===== src/rtl/amba_axi_pkg.sv =====
// Shared AXI4 encodings: response type and burst-type constants.
package amba_axi_pkg;

  typedef logic [1:0] axi_resp_t;

  localparam axi_resp_t AXI_OKAY   = 2'b00;
  localparam axi_resp_t AXI_EXOKAY = 2'b01;
  localparam axi_resp_t AXI_SLVERR = 2'b10;
  localparam axi_resp_t AXI_DECERR = 2'b11;

  localparam logic [1:0] AXI_BURST_FIXED = 2'b00;
  localparam logic [1:0] AXI_BURST_INCR  = 2'b01;
  localparam logic [1:0] AXI_BURST_WRAP  = 2'b10;

endpackage


===== src/rtl/dma_pkg.sv =====
// DMA-wide definitions: write-master FSM states, 4 KB boundary, bytes-per-beat helper.
package dma_pkg;

  typedef enum logic [2:0] {
    StIdle,
    StAddr,
    StWData,
    StResp,
    StFin
  } wr_state_t;

  localparam int unsigned BOUNDARY_4K = 4096;

  // log2 of the number of bytes in one data beat (the AXI AxSIZE value).
  function automatic int unsigned log2_bytes(input int unsigned data_w);
    return $clog2(data_w / 8);
  endfunction

endpackage


===== src/rtl/dma_burst_len_calc.sv =====
// Burst length calculator for the DMA write master.
// Ports:
//   cur_addr  in   burst start byte address (beat aligned)
//   rem       in   beats still to be written
//   blen      out  beats in this burst = min(rem, MAX_BURST, beats left in the 4 KB page)
module dma_burst_len_calc
  import dma_pkg::*;
#(
  parameter int unsigned AXI_ADDR_W = 32,
  parameter int unsigned AXI_DATA_W = 32,
  parameter int unsigned MAX_BURST  = 16,
  parameter int unsigned CNT_W      = 16
) (
  input  logic [AXI_ADDR_W-1:0] cur_addr,
  input  logic [CNT_W-1:0]      rem,
  output logic [8:0]            blen
);

  localparam int unsigned SizeLog2 = log2_bytes(AXI_DATA_W);

  logic [12:0] room_bytes;
  logic [12:0] room_beats;
  logic [31:0] lim;

  // Only the page offset matters for the boundary.
  logic unused_addr_hi;
  assign unused_addr_hi = ^cur_addr[AXI_ADDR_W-1:12];

  always_comb begin
    room_bytes = 13'(BOUNDARY_4K) - {1'b0, cur_addr[11:0]};
    room_beats = room_bytes >> SizeLog2;
    lim        = 32'(MAX_BURST);
    if (32'(room_beats) < lim) lim = 32'(room_beats);
    if (32'(rem) < lim) lim = 32'(rem);
    blen = 9'(lim);
  end

endmodule


===== src/rtl/dma_axi_wr_master.sv =====
// AXI4 write master for the DMA datapath. Takes one command (start address, beat count),
// splits it into INCR bursts that never cross 4 KB, and streams source beats straight onto W.
// Ports:
//   clk, resetn                    clock, asynchronous active-low reset
//   cmd_valid/ready/addr/beats     transfer command (accepted only when idle)
//   s_valid/s_data/s_ready         source beat stream (passed through, no storage)
//   aw*/w*/b*                      AXI4 write address/data/response channels
//   busy, done, err                in-progress flag, one-cycle completion pulse, sticky error
module dma_axi_wr_master
  import amba_axi_pkg::*;
  import dma_pkg::*;
#(
  parameter int unsigned AXI_ADDR_W = 32,
  parameter int unsigned AXI_DATA_W = 32,
  parameter int unsigned AXI_ID_W   = 4,
  parameter int unsigned WR_ID      = 0,
  parameter int unsigned MAX_BURST  = 16,
  parameter int unsigned CNT_W      = 16
) (
  input  logic                    clk,
  input  logic                    resetn,
  input  logic                    cmd_valid,
  output logic                    cmd_ready,
  input  logic [AXI_ADDR_W-1:0]   cmd_addr,
  input  logic [CNT_W-1:0]        cmd_beats,
  input  logic                    s_valid,
  input  logic [AXI_DATA_W-1:0]   s_data,
  output logic                    s_ready,
  output logic [AXI_ID_W-1:0]     awid,
  output logic [AXI_ADDR_W-1:0]   awaddr,
  output logic [7:0]              awlen,
  output logic [2:0]              awsize,
  output logic [1:0]              awburst,
  output logic                    awvalid,
  input  logic                    awready,
  output logic [AXI_DATA_W-1:0]   wdata,
  output logic [AXI_DATA_W/8-1:0] wstrb,
  output logic                    wlast,
  output logic                    wvalid,
  input  logic                    wready,
  input  logic [AXI_ID_W-1:0]     bid,
  input  axi_resp_t               bresp,
  input  logic                    bvalid,
  output logic                    bready,
  output logic                    busy,
  output logic                    done,
  output logic                    err
);

  localparam int unsigned SizeLog2 = log2_bytes(AXI_DATA_W);
  localparam logic [AXI_ADDR_W-1:0] AlignMask = AXI_ADDR_W'((1 << SizeLog2) - 1);

  wr_state_t               state_q, state_d;
  logic [AXI_ADDR_W-1:0]   cur_addr_q, cur_addr_d;
  logic [CNT_W-1:0]        rem_q, rem_d;
  logic [7:0]              awlen_q, awlen_d;
  logic [7:0]              bcnt_q, bcnt_d;
  logic                    err_q, err_d;

  logic [8:0]              blen_cur;
  logic [AXI_ADDR_W-1:0]   addr_after;
  logic [CNT_W-1:0]        rem_after;
  logic [AXI_ADDR_W-1:0]   calc_addr;
  logic [CNT_W-1:0]        calc_rem;
  logic [8:0]              calc_blen;

  logic unused_bid;
  assign unused_bid = ^bid;

  // Position after the burst in flight; only meaningful once its B response arrives.
  assign blen_cur   = {1'b0, awlen_q} + 9'd1;
  assign addr_after = cur_addr_q + (AXI_ADDR_W'(blen_cur) << SizeLog2);
  assign rem_after  = rem_q - CNT_W'(blen_cur);

  // The calculator sees the command when idle, otherwise the post-burst position.
  always_comb begin
    if (state_q == StIdle) begin
      calc_addr = cmd_addr & ~AlignMask;
      calc_rem  = cmd_beats;
    end else begin
      calc_addr = addr_after;
      calc_rem  = rem_after;
    end
  end

  dma_burst_len_calc #(
    .AXI_ADDR_W (AXI_ADDR_W),
    .AXI_DATA_W (AXI_DATA_W),
    .MAX_BURST  (MAX_BURST),
    .CNT_W      (CNT_W)
  ) u_burst_len_calc (
    .cur_addr (calc_addr),
    .rem      (calc_rem),
    .blen     (calc_blen)
  );

  always_comb begin
    state_d    = state_q;
    cur_addr_d = cur_addr_q;
    rem_d      = rem_q;
    awlen_d    = awlen_q;
    bcnt_d     = bcnt_q;
    err_d      = err_q;
    unique case (state_q)
      StIdle: begin
        if (cmd_valid) begin
          cur_addr_d = calc_addr;
          rem_d      = calc_rem;
          err_d      = 1'b0;
          if (cmd_beats == '0) begin
            state_d = StFin;
          end else begin
            awlen_d = 8'(calc_blen - 9'd1);
            bcnt_d  = '0;
            state_d = StAddr;
          end
        end
      end
      StAddr: begin
        if (awready) state_d = StWData;
      end
      StWData: begin
        if (wvalid && wready) begin
          bcnt_d = bcnt_q + 8'd1;
          if (wlast) begin
            bcnt_d  = '0;
            state_d = StResp;
          end
        end
      end
      StResp: begin
        if (bvalid) begin
          if (bresp != AXI_OKAY) err_d = 1'b1;
          cur_addr_d = addr_after;
          rem_d      = rem_after;
          if (rem_after == '0) begin
            state_d = StFin;
          end else begin
            awlen_d = 8'(calc_blen - 9'd1);
            state_d = StAddr;
          end
        end
      end
      StFin: begin
        state_d = StIdle;
      end
      default: begin
        state_d = StIdle;
      end
    endcase
  end

  always_ff @(posedge clk or negedge resetn) begin
    if (!resetn) begin
      state_q    <= StIdle;
      cur_addr_q <= '0;
      rem_q      <= '0;
      awlen_q    <= '0;
      bcnt_q     <= '0;
      err_q      <= 1'b0;
    end else begin
      state_q    <= state_d;
      cur_addr_q <= cur_addr_d;
      rem_q      <= rem_d;
      awlen_q    <= awlen_d;
      bcnt_q     <= bcnt_d;
      err_q      <= err_d;
    end
  end

  // All handshake outputs decode from state so reset drops them in the same cycle.
  assign cmd_ready = (state_q == StIdle);
  assign awid      = AXI_ID_W'(WR_ID);
  assign awaddr    = cur_addr_q;
  assign awlen     = awlen_q;
  assign awsize    = 3'(SizeLog2);
  assign awburst   = AXI_BURST_INCR;
  assign awvalid   = (state_q == StAddr);
  assign wdata     = s_data;
  assign wstrb     = '1;
  assign wvalid    = (state_q == StWData) && s_valid;
  assign wlast     = (state_q == StWData) && (bcnt_q == awlen_q);
  assign s_ready   = (state_q == StWData) && wready;
  assign bready    = (state_q == StResp);
  assign busy      = (state_q == StAddr) || (state_q == StWData) || (state_q == StResp);
  assign done      = (state_q == StFin);
  assign err       = err_q;

endmodule


===== config.mk =====
export PLATFORM = sky130hd
export DESIGN_NAME = dma_axi_wr_master
export DESIGN_NICKNAME = d
export VERILOG_FILES = /design/src/rtl/amba_axi_pkg.sv /design/src/rtl/dma_pkg.sv /design/src/rtl/dma_burst_len_calc.sv /design/src/rtl/dma_axi_wr_master.sv
export SDC_FILE = /design/constraint.sdc
export NUM_CORES = 1
export LEC_CHECK = 0
export CELL_PAD_IN_SITES_DETAIL_PLACEMENT = 0
export CELL_PAD_IN_SITES_GLOBAL_PLACEMENT = 1
export CORE_MARGIN = 5
export CORE_UTILIZATION = 35
export CTS_BUF_LIST = sky130_fd_sc_hd__clkbuf_4 sky130_fd_sc_hd__clkbuf_8
export CTS_CLUSTER_SIZE = 14
export DETAILED_ROUTE_END_ITERATION = 7
export PLACE_DENSITY = 0.82
export SLEW_MARGIN = 10
export SYNTH_ARGS = -nofsm -noshare
export SYNTH_HDL_FRONTEND = slang
export SYNTH_SLANG_ARGS = --single-unit
export TNS_END_PERCENT = 20

===== constraint.sdc =====
create_clock -name clk -period 6.6 [get_ports clk]
set_input_delay 1.98 -clock clk [delete_from_list [all_inputs] [get_ports clk]]
set_output_delay 1.98 -clock clk [all_outputs]
set_load 0.005 [all_outputs]

==> flow_summary_export.csv, run 1 <==
group,metric,value,unit
cells_and_area,drive_above_1_share,6.605,%
synth,ys_top_cells_by_area,"dfrtp_1 28%, ha_1 6.3%, nor2_1 5.9%, buf_4 5.6%, a21oi_1 5.6%",
synth,yosysSeqAreaShare,27.82,%
synth,synthesis.area_per_instance,7.733,µm²
drt,first_iter_violations,392,
critical_path,end_kind,"flip-flop",
timing,slew_headroom,32.93,%
grt,grtUsageTotal,17.81,%
drt,drc,0,
die,coreArea,0.01724,mm²
synth,synth_cell_types,76,
synth,netlist_top_cells_count,"96 x nor2_1, 73 x nand2_1, 68 x a21oi_1, 68 x dfrtp_1, 61 x o21ai_0",
grt,grt_max_degree,51,
synth,async_reset_ff_share,100.0,%
synth,yosysTopAreaCell,"dfrtp_1",
clocking,clockBufferDepth,2,
run_status,status,"completed",
drt,dr.pass1.iters,6,
clocking,cts-root-buf,"clkbuf_8",
die,die_x,142.2,µm
power_and_ir_drop,power.density,621.6,mW/mm²
timing,finalSetupViolations,0,
run,drv_cap,0,
drt,vias_per_cell,5.346,
grt,grt_pass1_wl,28980,µm
die,dieArea,0.02022,mm²
hold_path,hp-class,"reg -> reg",
timing,rsz0062_at_grt,"false",
power_and_ir_drop,p_leak,3.024,nW
timing,setup_tns,0,ns
power_and_ir_drop,swShare,51.52,%
clocking,cts_sinks,68,
cells_and_area,antenna_cells,0,
hold_path,holdPathStages,1,
timing,slew_viol_final,0,
die,dieHeight,142.2,µm
timing,min_period,6.097,ns
drt,wl_per_cell,16.49,µm
cells_and_area,regArea,0.001703,mm²
die,start_util,35.49,%
power_and_ir_drop,ir_drop,0.0002384,V
cells_and_area,layout.nets,984,
hold_path,hp-start,"awaddr[31]",
timing,finalCritPeriodShare,92.38,%
critical_path,worst_ep_required_time,6.91,ns
drt,num_vias,5816,
clocking,cts_tree,"yes",
power_and_ir_drop,p_seq_share,17.9,%
clocking,post_cts_buffers,0,
placed_design,hpwl,13330,µm
die,num_io_pins,187,
placed_design,gp_congestion,0.8622,
synth,synth_edf_count,0,
placed_design,numPortBuffers,103,
grt,grt_antenna_before_repair,0,
clocking,clk_latency,0.38,ns
power_and_ir_drop,p_clk_share,8.1,%
cells_and_area,multiInputGateArea,0.003916,mm²
synth,synth_cells,791,
critical_path,cp.arrival,6.41,ns
power_and_ir_drop,p_sw,0.002351,W
cells_and_area,final_cells,1088,
synth,synth_top_area_share,27.82,%
critical_path,critPathKind,"reg -> reg",
critical_path,crit_path_start_kind,"flip-flop",
clocking,cts.htree.levels,3,
grt,grt_pass1_vias,5646,
placed_design,place_inst,1072,
timing,worst_pin_slew,1.006,ns
power_and_ir_drop,pwr-share-comb,73.9,%
clocking,numCtsBuffers,9,
cells_and_area,fillCellCount,1820,
drt,wl,17940,µm
clocking,cts_resized,0,
timing,hold_viol_final,0,
synth,synthMostInstantiatedCell,"nor2_1",
synth,synth_area,0.006117,mm²
critical_path,timing.rr.start,"awlen[0]",
clocking,clk_pin_slew_worst_paths,0.09,ns
grt,grt_remaining_overflow,0,
drt,drt.antenna.violating_nets,0,
critical_path,critical_path.startpoint,"awlen[0]",
critical_path,reg2regPathDepth,26,
synth,synth_warnings,0,
synth,ys_ff_latch,68,
timing,fmax,164.0,MHz
power_and_ir_drop,internal-power,0.002212,W
critical_path,crit_fanout,7,
cells_and_area,syn2layout_area_growth,20.00,%
clocking,ctsHoldBuffers,0,
die,rows,48,
synth,ys.flop_type,"dfrtp_1",
timing,clock_skew,0.01009,ns
-- final cells by class --
cell class / instances / area share [%]
clock buffers: 10 / 1.875
clock inverters: 6 / 0.8693
inverters: 24 / 1.261
multi-input cells: 636 / 53.35
flip-flops and latches: 68 / 23.20
well taps: 225 / 3.835
repair buffers: 119 / 15.61
-- path summary, 6_finish.rpt --
kind                                    to  slack, ns
max in group asynchronous         awlen[3]       3.86
min in group asynchronous         awlen[7]       1.71
worst max-delay path              awlen[6]       0.50
worst max register to register    awlen[6]       0.50
worst min register to register  awaddr[31]       0.52
worst min-delay path            awaddr[31]       0.52
-- power by group through the flow --
stage / sequential, W / clock (W) / combinational [W]
3_3_place_gp: 0.000820 / 0 / 0.00331
6_report: 0.000819 / 0.000370 / 0.00337
4_1_cts: 0.000815 / 0.000383 / 0.00336
2_1_floorplan: 0.000751 / 0 / 0.00241
5_1_grt: 0.000851 / 0.000398 / 0.00376
3_5_place_dp: 0.000816 / 0 / 0.00334
-- worst max-delay path, cell delays in order (launching register included) --
cell and delay (ns):
dfrtp_1 0.36, ha_1 0.18, nand3_1 0.15, nor2_2 0.21, xor2_2 0.30, ha_1 0.37, a2111oi_0 0.42, o21ai_1 0.18
a41oi_2 0.25, xnor2_1 0.19, mux2i_1 0.18, nor4_4 0.41, o211ai_1 0.22, ha_1 0.23, a21o_1 0.17, a21oi_1 0.18
a211oi_1 0.14, o21a_1 0.15, a211o_4 0.36, nor2_8 0.11, mux2i_1 0.25, ha_1 0.24, nand2_1 0.08, nor3_1 0.18
xnor2_1 0.10, mux2_2 0.29, a21oi_1 0.13
-- sequential cells by signal (all words and copies together), names as in the netlist --
name and cells:
err 1, awaddr 32, awlen 8, bcnt_q 8
rem_q 16, state_q 3
-- metal layers --
layer / wire (µm) / part of all wire (%) / up-vias / GRT usage (%)
met5: 0 / 0 / - / 0
met4: 225 / 1.3 / 0 / 3.990
met3: 1201 / 6.7 / 14 / 5.309
met2: 8087 / 45 / 178 / 27.98
met1: 8426 / 47 / 2717 / 24.28
li1: - / - / 2907 / -
-- logic make-up after synthesis --
kind of cell / count (synthesis) / share of synthesized area [%]
other: 2 / 0.1228
buffers and inverters: 104 / 9.572
AO/OA/AOI/OAI: 225 / 22.89
multiplexers: 14 / 2.475
adder cells (fa/ha/maj): 33 / 6.995
XOR/XNOR: 36 / 5.154
flip-flops: 68 / 27.82
AND/OR/NAND/NOR: 309 / 24.97
-- per-stage QoR --
| step | power, W | hold WS (ns) | worst slack, ns | area (µm²) | utilization, % |
|---|---|---|---|---|---|
| 6_report | 0.004563 | 0.5210 | 0.5028 | 7341 | 42.59 |
| 3_5_place_dp | 0.004154 | 0.5017 | 0.1508 | 7121 | 41.31 |
| 3_3_place_gp | 0.004125 | 0.5035 | 0.2170 | 7121 | 41.31 |
| 4_1_cts | 0.004554 | 0.5259 | 0.3485 | 7322 | 42.48 |
| 5_1_grt | 0.005010 | 0.5587 | 0.01091 | 7341 | 42.59 |
| 2_1_floorplan | 0.003162 | 0.4847 | 0.9922 | 6181 | - |
-- cells in the final DEF (no fill, tap or decap), types with 12 or more instances in the layout --
cell type / count
nor2_1: 95
clkdlybuf4s50_1: 102
nand2_1: 73
inv_1: 23
a21oi_1: 68
nor4_1: 12
ha_1: 31
conb_1: 19
and3_1: 16
nand3_1: 30
nor3_1: 19
a211oi_1: 12
dfrtp_1: 67
o21ai_0: 60
buf_4: 16
xnor2_1: 20
xor2_1: 15
Power figures use the tool's default switching activity.
==> run 2: changes to the inputs <==
--- a/config.mk
+++ b/config.mk
@@ -13,7 +13,8 @@
 export CTS_CLUSTER_SIZE = 14
 export DETAILED_ROUTE_END_ITERATION = 7
 export PLACE_DENSITY = 0.82
-export SLEW_MARGIN = 10
+export RECOVER_POWER = 25
+export SLEW_MARGIN = 20
 export SYNTH_ARGS = -nofsm -noshare
 export SYNTH_HDL_FRONTEND = slang
 export SYNTH_SLANG_ARGS = --single-unit
==> run 2 against run 1 <==
The flow now finishes with violations (max-capacitance violations, max-slew violations). Utilization about the same. Via count barely moved. Clock power barely moved. Sequential share of layout area hardly changed. Sequential cell count is the same. Maximum frequency is essentially flat. First-iteration DRC count decreased by 1.5%. Worst hold slack barely moved. Die area is the same. Wire length is essentially flat. Non-clock buffer count unchanged. Largest power group unchanged.
==> flow_summary_export.csv, run 2 (same netlist as run 1, synthesis figures left out) <==
group,metric,value,unit
run_status,status,"finished with violations",
run_status,violations,"max-capacitance violations, max-slew violations",
grt,grtUsageTotal,17.81,%
timing,fmax,164.1,MHz
power_and_ir_drop,power.density,622.0,mW/mm²
power_and_ir_drop,pwr-share-comb,73.9,%
timing,slew_headroom,-35.25,%
drt,wl_per_cell,16.49,µm
cells_and_area,regArea,0.001703,mm²
placed_design,numPortBuffers,103,
cells_and_area,drive_above_1_share,6.373,%
cells_and_area,antenna_cells,0,
power_and_ir_drop,swShare,51.53,%
timing,setup_tns,0,ns
die,dieArea,0.02022,mm²
cells_and_area,largest_register_ffs,32,
drt,drt.antenna.violating_nets,0,
drt,wl,17940,µm
drt,dr.pass1.iters,5,
clocking,clk_pin_slew_worst_paths,0.09,ns
critical_path,crit_path_start_kind,"flip-flop",
placed_design,gp_congestion,0.8622,
power_and_ir_drop,internal-power,0.002212,W
timing,finalCritPeriodShare,92.36,%
clocking,cts_sinks,68,
power_and_ir_drop,p_seq_share,18.0,%
timing,worst_pin_slew,2.029,ns
timing,min_period,6.096,ns
timing,rsz0062_at_grt,"false",
clocking,clockBufferDepth,2,
power_and_ir_drop,ir_drop,0.0002385,V
timing,clock_skew,0.009546,ns
die,die_x,142.2,µm
die,start_util,35.49,%
cells_and_area,final_common_cell,"clkdlybuf4s50_1",
die,coreArea,0.01724,mm²
clocking,cts.htree.levels,3,
clocking,cts-root-buf,"clkbuf_8",
clocking,post_cts_buffers,0,
timing,finalSetupViolations,0,
timing,hold_viol_final,0,
placed_design,place_inst,1072,
power_and_ir_drop,p_sw,0.002351,W
cells_and_area,layout.nets,984,
grt,grt_pass1_wl,28980,µm
cells_and_area,multiInputGateArea,0.003916,mm²
clocking,numCtsBuffers,9,
cells_and_area,fillCellCount,1821,
placed_design,hpwl,13330,µm
die,rows,48,
hold_path,hp-class,"reg -> reg",
drt,drc,0,
timing,slew_viol_final,71,
grt,grt_remaining_overflow,0,
clocking,cts_tree,"yes",
run,drv_cap,2,
die,num_io_pins,187,
critical_path,end_kind,"flip-flop",
drt,vias_per_cell,5.350,
cells_and_area,final_cells,1088,
power_and_ir_drop,p_clk_share,8.1,%
grt,grt_pass1_vias,5646,
grt,grt_max_degree,51,
drt,num_vias,5821,
cells_and_area,syn2layout_area_growth,19.92,%
drt,first_iter_violations,386,
power_and_ir_drop,p_leak,3.018,nW
critical_path,critPathKind,"reg -> reg",
critical_path,crit_fanout,7,
clocking,clk_latency,0.38,ns
critical_path,worst_ep_required_time,6.91,ns
die,dieHeight,142.2,µm
cells_and_area,final_cell_mix,"100 x clkdlybuf4s50_1, 95 x nor2_1, 73 x nand2_1, 68 x a21oi_1, 67 x dfrtp_1",
critical_path,cp.arrival,6.40,ns
grt,grt_antenna_before_repair,0,
[run 2: cell count changes in the layout (fill, tap and decap cells not counted)]
cell             before  now
dlygate4sd3_1         0    2
buf_2                 1    0
clkdlybuf4s50_1     102  100
clkbuf_1              0    2
buf_4                16   15
[run 2: layer usage]
metal,global-route usage [%],share of wire [%]
met5,0,0
met4,3.990,1.1
met3,5.309,6.6
met2,27.98,45
met1,24.28,47
[run 2: cell type report]
class / count / area share [%]
sequential: 68 / 23.21
timing repair buffer: 119 / 15.56
inverter: 24 / 1.262
clock buffer: 10 / 1.876
tap: 225 / 3.838
clock inverter: 6 / 0.8699
multi-input combinational: 636 / 53.39
[run 2: worst paths after layout]
kind / from / end / slack, ns / depth (start not counted)
setup reg to reg: awlen[0] / awlen[6] / 0.50 / 26
max in group asynchronous: resetn / awlen[3] / 1.57 / 2
setup / recovery: awlen[0] / awlen[6] / 0.50 / 26
hold reg to reg: awaddr[31] / awaddr[31] / 0.52 / 1
min in group asynchronous: resetn / awlen[7] / 2.18 / 1
hold / removal: awaddr[31] / awaddr[31] / 0.52 / 1
[run 2: worst max-delay path, stage by stage (launching register included)]
cell and delay, ns:
dfrtp_1 0.36, ha_1 0.18, nand3_1 0.15, nor2_2 0.21, xor2_2 0.29, ha_1 0.37, a2111oi_0 0.42, o21ai_1 0.18
a41oi_2 0.25, xnor2_1 0.19, mux2i_1 0.19, nor4_4 0.41, o211ai_1 0.21, ha_1 0.23, a21o_1 0.17, a21oi_1 0.18
a211oi_1 0.14, o21a_1 0.15, a211o_4 0.36, nor2_8 0.11, mux2i_1 0.25, ha_1 0.24, nand2_1 0.08, nor3_1 0.18
xnor2_1 0.10, mux2_2 0.29, a21oi_1 0.13
[run 2: timing repair]
| action | 4_1_cts | 5_1_grt |
|---|---|---|
| hold buffers | 0 | 0 |
| endpoints found under the setup margin | 0 | 1 |
| resized for setup | 0 | 5 |
[run 2: stage by stage]
stage | area (µm²) | utilization [%] | hold WS [ns] | setup WS (ns) | power [W]
2_1_floorplan | 6181 | - | 0.4847 | 0.9922 | 0.003162
3_3_place_gp | 7121 | 41.31 | 0.5035 | 0.2170 | 0.004125
3_5_place_dp | 7121 | 41.31 | 0.5017 | 0.1508 | 0.004154
4_1_cts | 7322 | 42.48 | 0.5259 | 0.3485 | 0.004554
5_1_grt | 7336 | 42.56 | 0.5587 | 0.01091 | 0.005009
6_report | 7336 | 42.56 | 0.5211 | 0.5044 | 0.004563
[run 2: power by group through the flow]
stage	clock network [W]	registers, W	logic [W]
after floorplan	0	0.000751	0.00241
after global placement	0	0.000820	0.00331
after detailed placement	0	0.000816	0.00334
after CTS	0.000383	0.000815	0.00336
after global routing	0.000398	0.000851	0.00376
final	0.000371	0.000819	0.00337
